File: src/rtl/counter_pkg.sv
// counter_pkg: register map, config bit positions and shared types for counter_core
package counter_pkg;
  localparam int REG_COUNT  = 0;
  localparam int REG_CONFIG = 1;
  localparam int REG_STATUS = 2;
  localparam int REG_IRQ    = 3;
  localparam int CFG_EN     = 0;
  localparam int CFG_DIR    = 1;
  localparam int CFG_INTEN  = 2;
  typedef logic [3:0] regs_t;
  typedef logic [31:0] word_t;
endpackage

File: src/rtl/counter_if.sv
// counter_if: strobe/data bundle between the bus adapter (master) and counter_core (slave)
interface counter_if;
  import counter_pkg::*;
  regs_t write_en;
  regs_t read_en;
  word_t data_in;
  word_t [3:0] data_out;
  logic irq_out;
  modport master(output write_en, read_en, data_in, input data_out, irq_out);
  modport slave(input write_en, read_en, data_in, output data_out, irq_out);
endinterface

File: src/rtl/counter_prescaler.sv
// counter_prescaler: divides enabled cycles by PRESCALE into single-cycle ticks
module counter_prescaler #(
  parameter int PRESCALE = 1
) (
  input  logic clk,
  input  logic reset,
  input  logic enable,
  input  logic clear,
  output logic tick
);
  localparam logic [15:0] LAST = 16'(PRESCALE - 1);
  logic [15:0] cnt_q, cnt_d;
  always_comb begin
    tick = enable & ~clear & (cnt_q == LAST);
    cnt_d = (clear | tick) ? '0 : enable ? cnt_q + 16'd1 : cnt_q;
  end
  always_ff @(posedge clk or negedge reset)
    if (!reset) cnt_q <= '0;
    else cnt_q <= cnt_d;
endmodule

File: src/rtl/counter_core.sv
// counter_core: register file with prescaled 32-bit up/down counter and wrap interrupt
module counter_core import counter_pkg::*; #(
  parameter int PRESCALE = 1,
  parameter int unsigned THRESHOLD = 1000
) (
  input logic clk,
  input logic reset,
  counter_if.slave bus
);
  word_t count_q, count_d;
  logic [2:0] cfg_q, cfg_d;
  logic pend_q, pend_d, tick, wrap, unused_rd;
  // a counter write also clears the prescaler, so the tick of that cycle is dropped
  counter_prescaler #(.PRESCALE(PRESCALE)) u_pre (
    .clk(clk),
    .reset(reset),
    .enable(cfg_q[CFG_EN]),
    .clear(bus.write_en[REG_COUNT]),
    .tick(tick)
  );
  always_comb begin
    wrap = tick & (cfg_q[CFG_DIR] ? &count_q : ~|count_q);
    count_d = bus.write_en[REG_COUNT] ? bus.data_in
            : tick ? (cfg_q[CFG_DIR] ? count_q + 32'd1 : count_q - 32'd1) : count_q;
    cfg_d = bus.write_en[REG_CONFIG] ? bus.data_in[2:0] : cfg_q;
    pend_d = wrap | (pend_q & ~(bus.write_en[REG_IRQ] & bus.data_in[0]));
  end
  always_ff @(posedge clk or negedge reset)
    if (!reset) begin
      count_q <= '0;
      cfg_q <= '0;
      pend_q <= 1'b0;
    end else begin
      count_q <= count_d;
      cfg_q <= cfg_d;
      pend_q <= pend_d;
    end
  assign bus.data_out[REG_COUNT] = count_q;
  assign bus.data_out[REG_CONFIG] = {29'd0, cfg_q};
  assign bus.data_out[REG_STATUS] = {31'd0, count_q < word_t'(THRESHOLD)};
  assign bus.data_out[REG_IRQ] = {31'd0, pend_q};
  assign bus.irq_out = pend_q & cfg_q[CFG_INTEN];
  assign unused_rd = ^bus.read_en;
endmodule
File: src/flat_wrapper.sv
// flat-port wrapper written by rule: the top's interface ports become plain ports
module counter_core_flat import counter_pkg::*;
#(
  parameter int PRESCALE = 1,
  parameter int unsigned THRESHOLD = 1000
)
  (clk, reset, bus_write_en, bus_read_en, bus_data_in, bus_data_out, bus_irq_out);
  counter_if bus_i ();
  input logic clk;
  input logic reset;
  input wire logic [$bits(bus_i.write_en)-1:0] bus_write_en;
  input wire logic [$bits(bus_i.read_en)-1:0] bus_read_en;
  input wire logic [$bits(bus_i.data_in)-1:0] bus_data_in;
  output wire logic [$bits(bus_i.data_out)-1:0] bus_data_out;
  output wire logic [$bits(bus_i.irq_out)-1:0] bus_irq_out;
  assign bus_i.write_en = bus_write_en;
  assign bus_i.read_en = bus_read_en;
  assign bus_i.data_in = bus_data_in;
  assign bus_data_out = bus_i.data_out;
  assign bus_irq_out = bus_i.irq_out;
  counter_core #(.PRESCALE(PRESCALE), .THRESHOLD(THRESHOLD)) u_core (.clk(clk), .reset(reset), .bus(bus_i));
endmodule
File: config.mk
export PLATFORM = sky130hd
export DESIGN_NAME = counter_core_flat
export DESIGN_NICKNAME = d
export VERILOG_FILES = /design/src/rtl/counter_pkg.sv /design/src/rtl/counter_if.sv /design/src/rtl/counter_prescaler.sv /design/src/rtl/counter_core.sv /design/src/flat_wrapper.sv
export SDC_FILE = /design/constraint.sdc
export NUM_CORES = 1
export LEC_CHECK = 0
export ABC_CLOCK_PERIOD_IN_PS = 6600
export CORE_ASPECT_RATIO = 1.4
export CORE_MARGIN = 2
export CORE_UTILIZATION = 50
export CTS_CLUSTER_DIAMETER = 60
export DETAILED_ROUTE_END_ITERATION = 7
export DONT_BUFFER_PORTS = 1
export PLACE_DENSITY_LB_ADDON = 0.25
export SYNTH_ARGS = -nofsm -noshare
export SYNTH_HDL_FRONTEND = slang
export SYNTH_SLANG_ARGS = --single-unit
File: constraint.sdc
create_clock -name clk -period 6.6 [get_ports clk]
set_input_delay 1.32 -clock clk [delete_from_list [all_inputs] [get_ports clk]]
set_output_delay 1.32 -clock clk [all_outputs]
set_load 0.05 [all_outputs]
==> results by group <==
Timing
  – Final setup viols: 0
  – Slew margin rel.: between 40% and 50%
  – Final Cycle Share: 59.54%
  – Setup TNS: 0 ns
  – Slew Limit Fails: 0
  – Worst Tran Pin Value: just under 0.9 ns
  – Worst Skew: 0.01226 ns
  – RSZ-0062 raised after global routing: false
  – Final Hold Viols: 0
  – Fmax: approximately 0.25 GHz
  – Clock period minus worst slack: approximately 3.9 ns

Synthesis
  – Synth Cell Area: just under 5000 µm²
  – Yosys reg bits: 52
  – Mean Syn Cell Area: approximately 8.1 µm²
  – Number of synthesized flops with an enable pin: 0
  – Ys async rst share: 100.0%
  – Register area share after synthesis: about a quarter
  – Cells after Synth: just over 600
  – Yosys warns: 0
  – Ys flop type: dfrtp_1
  – Synth unique cells: 55

Clock tree
  – Post_cts resized: 0
  – Clock buffer depth: 2
  – H-tree depth: 2
  – Worst skew pair latency: about 0.3 ns
  – Post-CTS Setup Bufs: 0
  – Hold-fix buffers, CTS: 0
  – CTS Root Buffer Type: clkbuf_16
  – Clk sink count: 52
  – Total clock buffers created by CTS: 5
  – Clock-pin slew on the worst setup and hold paths: 0.07 ns
  – CTS tree: yes

Pwr
  – Worst VDD drop: ~0.19 mV
  – Sw frac: between 50% and 60%
  – Clk pwr share: roughly 17%
  – Internal power: 770.1 µW
  – Sw power: between 800 and 900 µW
  – Register share of total power: a little under two fifths
  – Pleak: about 0.0022 µW
  – Power per Cell Area: approximately 340 nW/µm²
  – Combinational Power Share: 46.6%
  – Tot Pwr: roughly 1600 µW

Setup path
  – Crit. End Element: register
  – Worst setup path endpoint: u_core.count_q[13]
  – CP max-delay cell: or3_1
  – Max stage delay on crit path: roughly 0.73 ns
  – R2R Path End: u_core.count_q[28]
  – Crit Path Max Fanout: 40
  – CP Launch Type: input port
  – Reg2Reg Setup Slack: about 2.7 ns
  – Worst Path Arrival: slightly above 4 ns
  – CP cell instances: clkinv_1 -> nand3_1 -> or3_1 -> buf_4 -> nand2_1 -> o22ai_1 -> a21oi_1
  – Worst path bufs/invs: 2
  – Worst reg2reg startpoint: u_core.cfg_q[1]
  – CP Data Required Time: a little under 7 ns
  – Worst Setup SP: bus_write_en[0]
  – R2R cell count: 11
  – Type of the worst setup path: in2reg
  – Critical path depth: 7
  – Critical path's top delay family: simple AND/OR/NAND/NOR gates

Global route
  – Overall Global Routing Usage: a little under a quarter
  – Gr ovfl total: 0
  – First-pass GRT wire length: around 19000 µm
  – Initial antenna violation count: 0
  – Largest net degree at the start of global routing: 53
  – Via count of the first global-routing pass: 3946

Placement
  – Placer Congestion: 0.9191
  – DP HPWL: 9235 µm
  – Port Buffer Count: 0

Cells and area
  – Nets@finish: 668
  – Multi-input logic area: 3113 µm²
  – # diodes: 0
  – Fill cells: between 900 and 1000
  – Util after Layout: approximately half
  – Area delta synth->final: -2.329%
  – Layout cell share with drive strength beyond 1: under 10%
  – Reg area: around 1300 µm²

Drt
  – Starting DRC count in detailed routing: 283
  – DR WL met3: approximately 920 µm
  – Met2 Wirelength: between 6000 and 7000 µm
  – Residual DRC count: 0
  – Drt total wl: about 12000 µm
  – WL/cell: about 17 µm
  – Vias per cell: between 5 and 6
  – Vias post-DR: approximately 4100
  – Met1 wire length: roughly 4800 µm
  – Routed Antenna Nets: 0
  – Highest Signal Layer: met4
  – Drt pass-1 iters: 5

Floorplan
  – Die Height: 121.0 µm
  – Die area: approximately 11000 µm²
  – # rows: 42
  – Core region area: between 9000 and 10000 µm²
  – Ports: 171
  – Starting density of the core: 51.39%
  – Die X: 87.57 µm

Outcome
  – Outcome: finished, final reports clean

Min path
  – Hold Crit Class: reg2reg

Flow run
  – Max Cap Violations: 0
worst register-to-register path, delay by kind of cell, from the launching register on:
kind / cells / cell delay, ns
adders and majority gates: 1 / 0.40
and+or+nand+nor: 2 / 0.31
DFF: 1 / 0.78
AOI/OAI and AO/OA: 6 / 1.42
buffers and inverters: 2 / 0.81
layout make-up:
type	instances	area share [%]
inverters	10	0.7862
repair buffers	2	0.3145
clock inverters	2	0.2883
flip-flops and latches	52	27.25
multi-input cells	522	65.20
clock buffers	6	2.699
well taps	132	3.459
routing by layer:
metal	vias to the layer above	global-route usage, %
li1	1971	-
met1	1929	27.26
met2	171	38.97
met3	33	5.238
met4	0	8.942
met5	-	0
power by group through the flow:
stage          Clock, µW  Combinational, µW  Sequential (µW)
4_1_cts              276                756              602
2_1_floorplan          0                686              566
6_report             272                761              601
5_1_grt              289                842              610
3_3_place_gp           0                744              609
3_5_place_dp           0                752              609
cell usage after synthesis, types with 2 or more instances:
cell type / count / area share, %
a211o_1: 2 / 0.36
a211oi_1: 2 / 0.31
a21o_1: 12 / 1.8
a21oi_1: 54 / 5.5
a22oi_1: 6 / 0.92
a31oi_1: 6 / 0.77
a41oi_1: 2 / 0.36
and2_1: 2 / 0.26
and3_1: 14 / 1.8
buf_2: 4 / 0.41
buf_4: 93 / 14
clkbuf_1: 14 / 1.1
dfrtp_1: 52 / 27
ha_1: 32 / 8.2
inv_1: 9 / 0.69
mux2_2: 2 / 0.46
mux2i_1: 2 / 0.41
nand2_1: 52 / 4.0
nand2b_1: 6 / 0.77
nand3_1: 11 / 1.1
nand4_1: 23 / 2.9
nor2_1: 45 / 3.5
nor2b_1: 4 / 0.51
nor3_1: 5 / 0.51
nor4_1: 13 / 1.7
o211ai_1: 7 / 1.1
o21a_1: 10 / 1.5
o21ai_0: 19 / 1.9
o21ai_1: 27 / 2.8
o21bai_1: 4 / 0.61
or3_1: 7 / 0.90
xnor2_1: 16 / 2.9
xor2_1: 27 / 4.8
metrics by stage:
step	hold slack (ns)	instances	instance area [µm²]	worst slack (ns)
2_1_floorplan	0.4885	696	5226	3.327
3_3_place_gp	0.5273	718	4632	2.433
3_5_place_dp	0.5298	718	4632	2.364
4_1_cts	0.5501	726	4775	2.681
5_1_grt	0.6083	726	4775	2.455
6_report	0.5510	726	4775	2.671
layout by cell type (no fill, tap or decap), drive strengths merged, types with 11 or more instances in the layout:
master  count
ha         32
nor4       13
nand2      52
o21ai      46
a21o       12
nor2       45
a21oi      55
nand4      23
xnor2      16
xor2       27
conb       91
nand3      11
and3       14
dfrtp      52
cell families after synthesis:
group,after synthesis,synth area share (%)
simple gates,189,19.50
compound gates,162,20.02
buf+inv,122,16.61
flops,52,26.62
xor+xnor,43,7.704
fa+ha+maj,33,8.600
mux,4,0.8702
other cells,1,0.07671
worst min path at each step:
stage | start | endpoint | depth (start not counted) | slack [ns]
final | u_core.u_pre.cnt_q[15] | u_core.u_pre.cnt_q[15] | 2 | 0.55
after global routing | u_core.u_pre.cnt_q[15] | u_core.u_pre.cnt_q[15] | 2 | 0.61
after CTS | u_core.u_pre.cnt_q[15] | u_core.u_pre.cnt_q[15] | 2 | 0.55
after detailed placement | u_core.u_pre.cnt_q[15] | u_core.u_pre.cnt_q[15] | 2 | 0.53
after global placement | u_core.u_pre.cnt_q[15] | u_core.u_pre.cnt_q[15] | 2 | 0.53
after floorplan | u_core.pend_q | u_core.pend_q | 1 | 0.49
registers in the layout, indices dropped and copies added (netlist names):
signal,flops
u_core.count_q,32
u_core.pend_q,1
u_core.u_pre.cnt_q,16
u_core.cfg_q,3
Note: power is estimated with default switching activity, not from simulation.
